$ cat config.mk
export PLATFORM = sky130hd
export DESIGN_NAME = uart_rx_fifo_flat
export DESIGN_NICKNAME = d
export VERILOG_FILES = /design/src/rtl/uart_pkg.sv /design/src/rtl/uart_rx_fifo_if.sv /design/src/rtl/uart_rx_fifo_mem.sv /design/src/rtl/uart_rx_fifo.sv /design/src/flat_wrapper.sv
export SDC_FILE = /design/constraint.sdc
export NUM_CORES = 1
export LEC_CHECK = 0
export BUFFER_PORTS_ARGS = -buffer_cell sky130_fd_sc_hd__clkbuf_2
export CAP_MARGIN = 30
export CORE_MARGIN = 2
export CORE_UTILIZATION = 30
export DETAILED_ROUTE_END_ITERATION = 16
export PLACE_DENSITY = 0.56
export SLEW_MARGIN = 15
export SYNTH_ARGS = -nofsm -noshare
export SYNTH_HDL_FRONTEND = slang
export SYNTH_SLANG_ARGS = --single-unit
$ cat constraint.sdc
create_clock -name clk -period 3 [get_ports clk]
set_input_delay 0.45 -clock clk [delete_from_list [all_inputs] [get_ports clk]]
set_output_delay 0.45 -clock clk [all_outputs]
set_load 0.005 [all_outputs]
$ cat src/rtl/uart_pkg.sv
// Shared UART definitions.
// Holds the character width used by the receiver and the default geometry
// of the receive FIFO, plus a sizing helper for the FIFO occupancy counter.
package uart_pkg;

    localparam int UART_DATA_WIDTH = 8;
    localparam int FIFO_DEPTH      = 8;
    localparam int FIFO_THRESHOLD  = 4;

    // Occupancy must represent 0..depth inclusive, so one bit more than a pointer.
    function automatic int fifo_cnt_width(input int depth);
        return $clog2(depth) + 1;
    endfunction

endpackage

$ cat src/rtl/uart_rx_fifo_if.sv
// Receive FIFO bus.
// Groups the receiver write strobe, the consumer pop/clear controls and the
// FIFO status outputs.
//   master : receiver/consumer side (drives rx_done, rx_data, rd_en, ovr_clr)
//   slave  : FIFO side (drives rd_data, empty, full, count, overrun, rx_irq)
interface uart_rx_fifo_if
    import uart_pkg::*;
#(
    parameter int DATA_WIDTH = UART_DATA_WIDTH,
    parameter int DEPTH      = FIFO_DEPTH
);

    logic                         rx_done;
    logic [DATA_WIDTH-1:0]        rx_data;
    logic                         rd_en;
    logic                         ovr_clr;
    logic [DATA_WIDTH-1:0]        rd_data;
    logic                         empty;
    logic                         full;
    logic [$clog2(DEPTH):0]       count;
    logic                         overrun;
    logic                         rx_irq;

    modport master (
        output rx_done, rx_data, rd_en, ovr_clr,
        input  rd_data, empty, full, count, overrun, rx_irq
    );

    modport slave (
        input  rx_done, rx_data, rd_en, ovr_clr,
        output rd_data, empty, full, count, overrun, rx_irq
    );

endinterface

$ cat src/rtl/uart_rx_fifo_mem.sv
// Storage array for the receive FIFO.
// One synchronous write port and one asynchronous read port; contents are
// deliberately not reset.
//   clk     : write clock
//   wr_en   : write strobe
//   wr_addr : write address
//   wr_data : write data
//   rd_addr : read address
//   rd_data : combinational read data
module uart_rx_fifo_mem
    import uart_pkg::*;
#(
    parameter int DATA_WIDTH = UART_DATA_WIDTH,
    parameter int DEPTH      = FIFO_DEPTH
) (
    input  logic                     clk,
    input  logic                     wr_en,
    input  logic [$clog2(DEPTH)-1:0] wr_addr,
    input  logic [DATA_WIDTH-1:0]    wr_data,
    input  logic [$clog2(DEPTH)-1:0] rd_addr,
    output logic [DATA_WIDTH-1:0]    rd_data
);

    logic [DATA_WIDTH-1:0] mem [DEPTH];

    always_ff @(posedge clk) begin
        if (wr_en) begin
            mem[wr_addr] <= wr_data;
        end
    end

    assign rd_data = mem[rd_addr];

endmodule

$ cat src/rtl/uart_rx_fifo.sv
// UART receive FIFO.
// Buffers characters from the receiver, presents the head entry
// first-word-fall-through, and flags dropped characters with a sticky overrun.
//   clk : clock, rising edge
//   rst : asynchronous reset, active-low
//   bus : uart_rx_fifo_if slave (rx_done/rx_data write, rd_en pop, ovr_clr,
//         rd_data, empty, full, count, overrun, rx_irq)
module uart_rx_fifo
    import uart_pkg::*;
#(
    parameter int DATA_WIDTH = UART_DATA_WIDTH,
    parameter int DEPTH      = FIFO_DEPTH,
    parameter int THRESHOLD  = FIFO_THRESHOLD
) (
    input  logic           clk,
    input  logic           rst,
    uart_rx_fifo_if.slave  bus
);

    localparam int PTR_W = $clog2(DEPTH);
    localparam int CNT_W = fifo_cnt_width(DEPTH);

    logic [PTR_W-1:0] wr_ptr;
    logic [PTR_W-1:0] rd_ptr;
    logic [CNT_W-1:0] count_q;
    logic             overrun_q;

    logic empty_w;
    logic full_w;
    logic pop_acc;
    logic wr_acc;
    logic ovr_evt;

    assign empty_w = (count_q == '0);
    assign full_w  = (count_q == CNT_W'(DEPTH));

    // A write while full is still accepted when a pop frees the head slot in
    // the same cycle; wr_ptr equals rd_ptr then, so the old head is read out
    // combinationally while its slot is overwritten at the edge.
    assign pop_acc = bus.rd_en && !empty_w;
    assign wr_acc  = bus.rx_done && (!full_w || pop_acc);
    assign ovr_evt = bus.rx_done && full_w && !pop_acc;

    always_ff @(posedge clk or negedge rst) begin
        if (!rst) begin
            wr_ptr    <= '0;
            rd_ptr    <= '0;
            count_q   <= '0;
            overrun_q <= 1'b0;
        end else begin
            if (wr_acc) begin
                wr_ptr <= wr_ptr + PTR_W'(1);
            end
            if (pop_acc) begin
                rd_ptr <= rd_ptr + PTR_W'(1);
            end
            case ({wr_acc, pop_acc})
                2'b10:   count_q <= count_q + CNT_W'(1);
                2'b01:   count_q <= count_q - CNT_W'(1);
                default: count_q <= count_q;
            endcase
            // Set has priority over clear so a drop is never lost.
            if (ovr_evt) begin
                overrun_q <= 1'b1;
            end else if (bus.ovr_clr) begin
                overrun_q <= 1'b0;
            end
        end
    end

    uart_rx_fifo_mem #(
        .DATA_WIDTH (DATA_WIDTH),
        .DEPTH      (DEPTH)
    ) u_mem (
        .clk     (clk),
        .wr_en   (wr_acc),
        .wr_addr (wr_ptr),
        .wr_data (bus.rx_data),
        .rd_addr (rd_ptr),
        .rd_data (bus.rd_data)
    );

    assign bus.empty   = empty_w;
    assign bus.full    = full_w;
    assign bus.count   = count_q;
    assign bus.overrun = overrun_q;
    assign bus.rx_irq  = (count_q >= CNT_W'(THRESHOLD));

endmodule

$ cat src/flat_wrapper.sv
// flat-port wrapper written by rule: the top's interface ports become plain ports
module uart_rx_fifo_flat import uart_pkg::*;
#(
    parameter int DATA_WIDTH = UART_DATA_WIDTH,
    parameter int DEPTH      = FIFO_DEPTH,
    parameter int THRESHOLD  = FIFO_THRESHOLD
)
  (clk, rst, bus_rx_done, bus_rx_data, bus_rd_en, bus_ovr_clr, bus_rd_data, bus_empty, bus_full, bus_count, bus_overrun, bus_rx_irq);
  uart_rx_fifo_if #(.DATA_WIDTH(DATA_WIDTH), .DEPTH(DEPTH)) bus_i ();
  input  logic clk;
  input  logic rst;
  input wire logic [$bits(bus_i.rx_done)-1:0] bus_rx_done;
  input wire logic [$bits(bus_i.rx_data)-1:0] bus_rx_data;
  input wire logic [$bits(bus_i.rd_en)-1:0] bus_rd_en;
  input wire logic [$bits(bus_i.ovr_clr)-1:0] bus_ovr_clr;
  output wire logic [$bits(bus_i.rd_data)-1:0] bus_rd_data;
  output wire logic [$bits(bus_i.empty)-1:0] bus_empty;
  output wire logic [$bits(bus_i.full)-1:0] bus_full;
  output wire logic [$bits(bus_i.count)-1:0] bus_count;
  output wire logic [$bits(bus_i.overrun)-1:0] bus_overrun;
  output wire logic [$bits(bus_i.rx_irq)-1:0] bus_rx_irq;
  assign bus_i.rx_done = bus_rx_done;
  assign bus_i.rx_data = bus_rx_data;
  assign bus_i.rd_en = bus_rd_en;
  assign bus_i.ovr_clr = bus_ovr_clr;
  assign bus_rd_data = bus_i.rd_data;
  assign bus_empty = bus_i.empty;
  assign bus_full = bus_i.full;
  assign bus_count = bus_i.count;
  assign bus_overrun = bus_i.overrun;
  assign bus_rx_irq = bus_i.rx_irq;
  uart_rx_fifo #(.DATA_WIDTH(DATA_WIDTH), .DEPTH(DEPTH), .THRESHOLD(THRESHOLD)) u_core (.clk(clk), .rst(rst), .bus(bus_i));
endmodule
==> results of run 1 <==
[kinds of logic (layout without fill, tap and decap cells)]
logic type / Yosys count / count (layout) / synth area share [%]
buf+inv: 14 / 68 / 2.06
xor+xnor: 7 / 7 / 1.98
flops: 75 / 75 / 70.8
mux: 27 / 27 / 15.7
compound gates: 11 / 11 / 3.07
fa+ha+maj: 5 / 5 / 2.02
simple gates: 24 / 24 / 4.36
[routing by layer]
layer / vias up / track usage (%) / wire (um)
met2: 37 / 16.9 / 2790
met5: - / 0 / 0
met3: 6 / 2.29 / 248
met1: 804 / 15.0 / 2660
met4: 0 / 5.64 / 79
li1: 748 / - / -
[power by group through the flow]
stage	Sequential (mW)	Combinational [mW]	Clock, mW
global route	1.51	1.25	0.870
global placement	1.49	1.14	0
CTS	1.48	1.16	0.834
detailed placement	1.50	1.15	0
floorplan	1.45	0.774	0
finish	1.48	1.12	0.809
[cell usage after synthesis (2+ instances only)]
cell       n
edfxtp_1  64
o211ai_1   2
nor3_1     5
dfrtp_1   11
mux2_2     9
buf_2      3
clkbuf_1   3
nand2_1    5
inv_1      6
nor2_1     4
mux4_2    16
o41ai_1    2
xnor2_1    6
nand2b_1   2
ha_1       5
[worst register-to-register path, cell delays in order (launching register included)]
cell	delay (ns)
dfrtp_1	0.44
or4b_1	0.59
o21ai_4	0.20
ha_1	0.18
or3b_2	0.46
a2111oi_0	0.43
o221ai_1	0.18
[placed cells by master (no fill, tap or decap), types with 2 or more instances in the layout]
master | synthesis | routed
clkbuf_8 | 0 | 9
dfrtp_1 | 11 | 11
nor2_1 | 4 | 4
buf_4 | 0 | 17
o211ai_1 | 2 | 2
clkinv_1 | 0 | 2
xnor2_1 | 6 | 6
nand2_1 | 5 | 5
ha_1 | 5 | 5
nand2b_1 | 2 | 2
clkinv_2 | 0 | 3
edfxtp_1 | 64 | 64
mux2_2 | 9 | 9
clkbuf_2 | 0 | 28
bufinv_16 | 0 | 2
o41ai_1 | 2 | 2
inv_1 | 6 | 6
nor3_1 | 5 | 5
mux4_2 | 16 | 16
[area by class of cell]
type / count / area, um2 / area share, %
inverters: 6 / 22.5 / 0.605
clock buffers: 9 / 124 / 3.33
well taps: 136 / 170 / 4.57
repair buffers: 46 / 278 / 7.46
multi-input cells: 74 / 847 / 22.8
flip-flops and latches: 75 / 2200 / 59.0
clock inverters: 7 / 82.6 / 2.22
[sequential cells by signal, summed over array words and instances, names as in the netlist]
register            count
u_core.u_mem.mem       64
u_core.bus.count        4
u_core.bus.overrun      1
u_core.wr_ptr           3
u_core.rd_ptr           3
[worst min-delay path by stage]
stage,startpoint,end,slack (ns),cells past startpoint
floorplan,rst,u_core.bus.count[0],0.15,0
detailed placement,rst,u_core.rd_ptr[0],0.36,1
global route,bus_ovr_clr,u_core.bus.overrun,0.30,2
finish,bus_ovr_clr,u_core.bus.overrun,0.30,2
global placement,rst,u_core.rd_ptr[0],0.35,1
CTS,bus_ovr_clr,u_core.bus.overrun,0.29,2
==> flow_summary.ini, run 1 <==
[clocking]
cts_buffer_depth = 2
cts_buffers = 9
postCtsSetupRepairBufs = 0
cts.htree.levels = 3
ctsHoldBuffers = 1
cts_root_buf = clkbuf_8
cts_resized = 0
cts_tree = done
clk_latency_ns = 0.33
cts.clk_slew.worst_paths_ns = 0.07
cts.sinks = 75

[synth]
synth_cells = 163
synth_edf_count = 64
async_reset_ff_share_pct = 14.7
syn_area_mm2 = 0.00310
ys.warnings.count = 0
synth_nets = 181
ys_ff_latch = 75
yosysSeqAreaShare_pct = 70.8
synthFlopType = edfxtp_1
synth_area_leader_cell = edfxtp_1
synth.area.top_cells = edfxtp_1 62%, mux4_2 12%, dfrtp_1 8.9%, mux2_2 3.3%, ha_1 2.0%
syn_area_per_cell_um2 = 19.0
synth_top_cell_area_share_pct = 62.0
ys_types = 35

[finish]
final_util_pct = 36.5
instances_no_fill = 353
postLayoutCellArea_mm2 = 0.00372
area_growth_pct = 20.0
drive_gt1_share_pct = 41.9
fill_cells = 989
n_antenna_cell = 0
layout.nets = 230

[placed_design]
hpwlAfterDp_um = 3790
post-place-cells = 336
place.gp.congestion = 0.732
place_area_mm2 = 0.00350
io_buffer_count = 28
pre_cts_ws_ns = 0.378

[worst_setup_path]
r2r_end = u_core.bus.count[3]
crit_start = u_core.bus.count[3]
path_buf_inv = 0
critPathMaxStageDelay_ns = 0.59
worstReg2RegStart = u_core.bus.count[3]
cp-end-kind = flip-flop
r2r_slack_ns = 0.39
critical-path-top-delay-family = simple AND/OR/NAND/NOR gates
worst-setup-path-type = reg -> reg
slowest_stage = or4b_1
crit_chain = or4b_1, o21ai_4, ha_1, or3b_2, a2111oi_0, o221ai_1
ff2ff_path_depth = 6
worstSetupPathDepth = 6
required_ns = 3.20
crit_fanout = 7
critPathArrivalTime_ns = 2.81
worst_setup_path_start_kind = flip-flop
endpoint = u_core.bus.count[3]

[pwr]
power_mw = 3.41
switching_share_pct = 29.3
sequentialPowerShare_pct = 43.4
p_clk_share_pct = 23.7
p_leak_nw = 1.33
p_comb_share_pct = 32.8
vdd_drop_max_v = 0.000327
power_switching_uw = 997
p_int_mw = 2.41
power.density_mw_per_mm2 = 915

[timing]
maxSlewViolCount = 0
fmax_ghz = 0.384
fin_crit_sh_pct = 86.9
tightest_slew_ns = 0.602
whs_ns = 0.300
min_period_ns = 2.61
setup_viol = 0
finalSetupTns_ns = 0
rsz0062_at_grt = no
maxSlewHeadroom_pct = 59.5
finalHoldViolations = 0
setup_ws_ns = 0.394
clock_skew_ns = 0.00560

[detailed_routing]
drtPass1Iterations = 4
first_iter_violations = 68
viasPerCell = 4.52
drc_errors = 0
vias = 1595
drtAntennaViolNets = 0
routedWlPerCell_um = 16.4
routed_wl_um = 5780

[die]
rows = 37
io_pins = 29
core-area_mm2 = 0.0102
die_x_um = 106
start_util_pct = 30.5
dieArea_mm2 = 0.0112
fp.dieH_um = 106

[global_route]
grt_pass1_wl_um = 8980
grt_use_total_pct = 11.1
antenna_found_initial = 0
grt_overflow = 0
grt_pass1_vias = 1646
grt_max_degree = 19

[outcome]
outcome = completed

[worst_hold_path]
hp-class = in -> reg

[job]
drv_cap = 0
(Power assumes the default switching activity.)
==> run 2, diff against run 1 <==
ABC_AREA = 1   (was not set)
==> run 2 against run 1 <==
Setup slack improved by 0.35 ns. Global-route usage rose by 1.0 points. Core utilization is 1.1 points lower. Largest power group unchanged.
==> flow_summary.ini, run 2 <==
[outcome]
outcome = completed

[global_route]
grt_pass1_wl_um = 10200
grt_use_total_pct = 12.1
grt_pass1_vias = 1978
grt_overflow = 0
antenna_found_initial = 0
grt_max_degree = 35

[worst_setup_path]
critical-path-top-delay-family = buffers and inverters
critPathArrivalTime_ns = 1.80
crit_fanout = 33
worst-setup-path-type = reg -> out
worst_setup_path_start_kind = flip-flop
path_buf_inv = 2
required_ns = 2.55
cp-end-kind = primary output
slowest_stage = inv_2
critPathMaxStageDelay_ns = 0.46
r2r_slack_ns = 0.96
crit_chain = inv_2, o21ai_0, o21ai_0, nand2_1, nand2_1, clkbuf_2

[detailed_routing]
drtAntennaViolNets = 0
vias = 2031
drc_errors = 0
first_iter_violations = 98
drtPass1Iterations = 4
routedWlPerCell_um = 13.8
routed_wl_um = 6350
viasPerCell = 4.42

[synth]
synth_edf_count = 64
synth_area_leader_cell = edfxtp_1
synth.area.top_cells = edfxtp_1 60%, dfrtp_1 8.6%, nor2_1 6.5%, nand2_1 5.9%, o21ai_1 5.3%
ys_top_cells_by_count = 64 x edfxtp_1, 55 x nor2_1, 50 x nand2_1, 34 x o21ai_1, 18 x o21ai_0
synth_top_cell_area_share_pct = 60.3
syn_area_mm2 = 0.00319
yosysSeqAreaShare_pct = 68.9
synth_nets = 302
ys_types = 21
ys_ff_latch = 75
syn_area_per_cell_um2 = 11.2
synthFlopType = edfxtp_1
synth_cells = 284
async_reset_ff_share_pct = 14.7
ys.warnings.count = 0
yosysMostFrequentCell = edfxtp_1

[clocking]
cts_root_buf = clkbuf_8
cts.sinks = 75
ctsHoldBuffers = 1
cts.clk_slew.worst_paths_ns = 0.07
postCtsSetupRepairBufs = 0
cts_resized = 0
cts_buffer_depth = 2
cts_tree = done
cts.htree.levels = 3
clk_latency_ns = 0.35
cts_buffers = 9

[finish]
area_growth_pct = 14.8
layout.nets = 338
largest_reg_flops = 64
instances_no_fill = 460
regMostFlops = u_core.u_mem.mem
layout_common_cells = 64 x edfxtp_1, 55 x nor2_1, 50 x nand2_1, 34 x o21ai_1, 28 x clkbuf_2
drive_gt1_share_pct = 18.8
n_antenna_cell = 0
layout_commonest_cell = edfxtp_1

[timing]
maxSlewHeadroom_pct = 58.6
finalSetupTns_ns = 0
fin_crit_sh_pct = 75.1
whs_ns = 0.269
maxSlewViolCount = 0
rsz0062_at_grt = no
fmax_ghz = 0.444
clock_skew_ns = 0.00875
setup_viol = 0
finalHoldViolations = 0
tightest_slew_ns = 0.620
min_period_ns = 2.25

[die]
dieArea_mm2 = 0.0115
core-area_mm2 = 0.0103
io_pins = 29
rows = 37
fp.dieH_um = 107
die_x_um = 107
start_util_pct = 30.9

[job]
drv_cap = 0

[placed_design]
io_buffer_count = 28
hpwlAfterDp_um = 3890
place.gp.congestion = 0.751
post-place-cells = 444

[pwr]
vdd_drop_max_v = 0.000274
power.density_mw_per_mm2 = 914
p_leak_nw = 1.40

[worst_hold_path]
hp-class = in -> reg
-- run 2: cell count changes in the layout (fill, tap and decap cells not counted), moves of 9 or more --
| cell | previous run | this run |
|---|---|---|
| o21ai_1 | 0 | 34 |
| o21ai_0 | 0 | 18 |
| mux2_2 | 9 | 0 |
| nand2_1 | 5 | 50 |
| nor2_1 | 4 | 55 |
| mux4_2 | 16 | 0 |
| buf_4 | 17 | 6 |
-- run 2: path summary, 6_finish.rpt --
kind	startpoint	endpoint	cells after the start
max	u_core.rd_ptr[0]	bus_rd_data[7]	6
min	bus_ovr_clr	u_core.bus.overrun	2
max reg2reg	u_core.bus.count[0]	u_core.bus.count[2]	11
min reg2reg	u_core.bus.overrun	u_core.bus.overrun	2
max in group asynchronous	rst	u_core.rd_ptr[2]	2
min in group asynchronous	rst	u_core.bus.count[1]	2
-- run 2: area by class of cell --
cell class              instances  area [um2]
clock buffers                  10         128
clock inverters                 5        31.3
multi-input cells             183         876
flip-flops and latches         75        2200
inverters                      16        60.1
well taps                     136         170
repair buffers                 35         195
fillers                      1026        6670
-- run 2: cell families after synthesis --
family	synth area share, %
AO/OA/AOI/OAI	8.32
adder cells (fa/ha/maj)	1.96
flip-flops	68.9
buffers and inverters	3.57
AND/OR/NAND/NOR	15.5
XOR/XNOR	1.65
-- run 2: metal layers --
layer  vias up  track usage (%)  share of wire [%]
met4         0             8.07                3.3
li1       1035                -                  -
met5         -                0                  0
met1       959             15.6                 48
met3        12             2.19                2.3
met2        25             18.7                 47
-- run 2: stage by stage --
| stage | util (%) | instance area (um2) | power (mW) | setup slack (ns) |
|---|---|---|---|---|
| after CTS | 35.4 | 3660 | 3.39 | 0.700 |
| after global routing | 35.4 | 3660 | 3.62 | 0.605 |
| after detailed placement | 33.8 | 3490 | 2.73 | 0.995 |
| after global placement | 33.8 | 3490 | 2.72 | 1.05 |
| final | 35.4 | 3660 | 3.34 | 0.748 |
| after floorplan | - | 3190 | 2.32 | 1.15 |
-- run 2: report_power, final --
group / switching [mW] / internal (mW)
combinational: 0.794 / 0.451
clock: 0.356 / 0.291
sequential: 0.131 / 1.32
total: 1.28 / 2.06
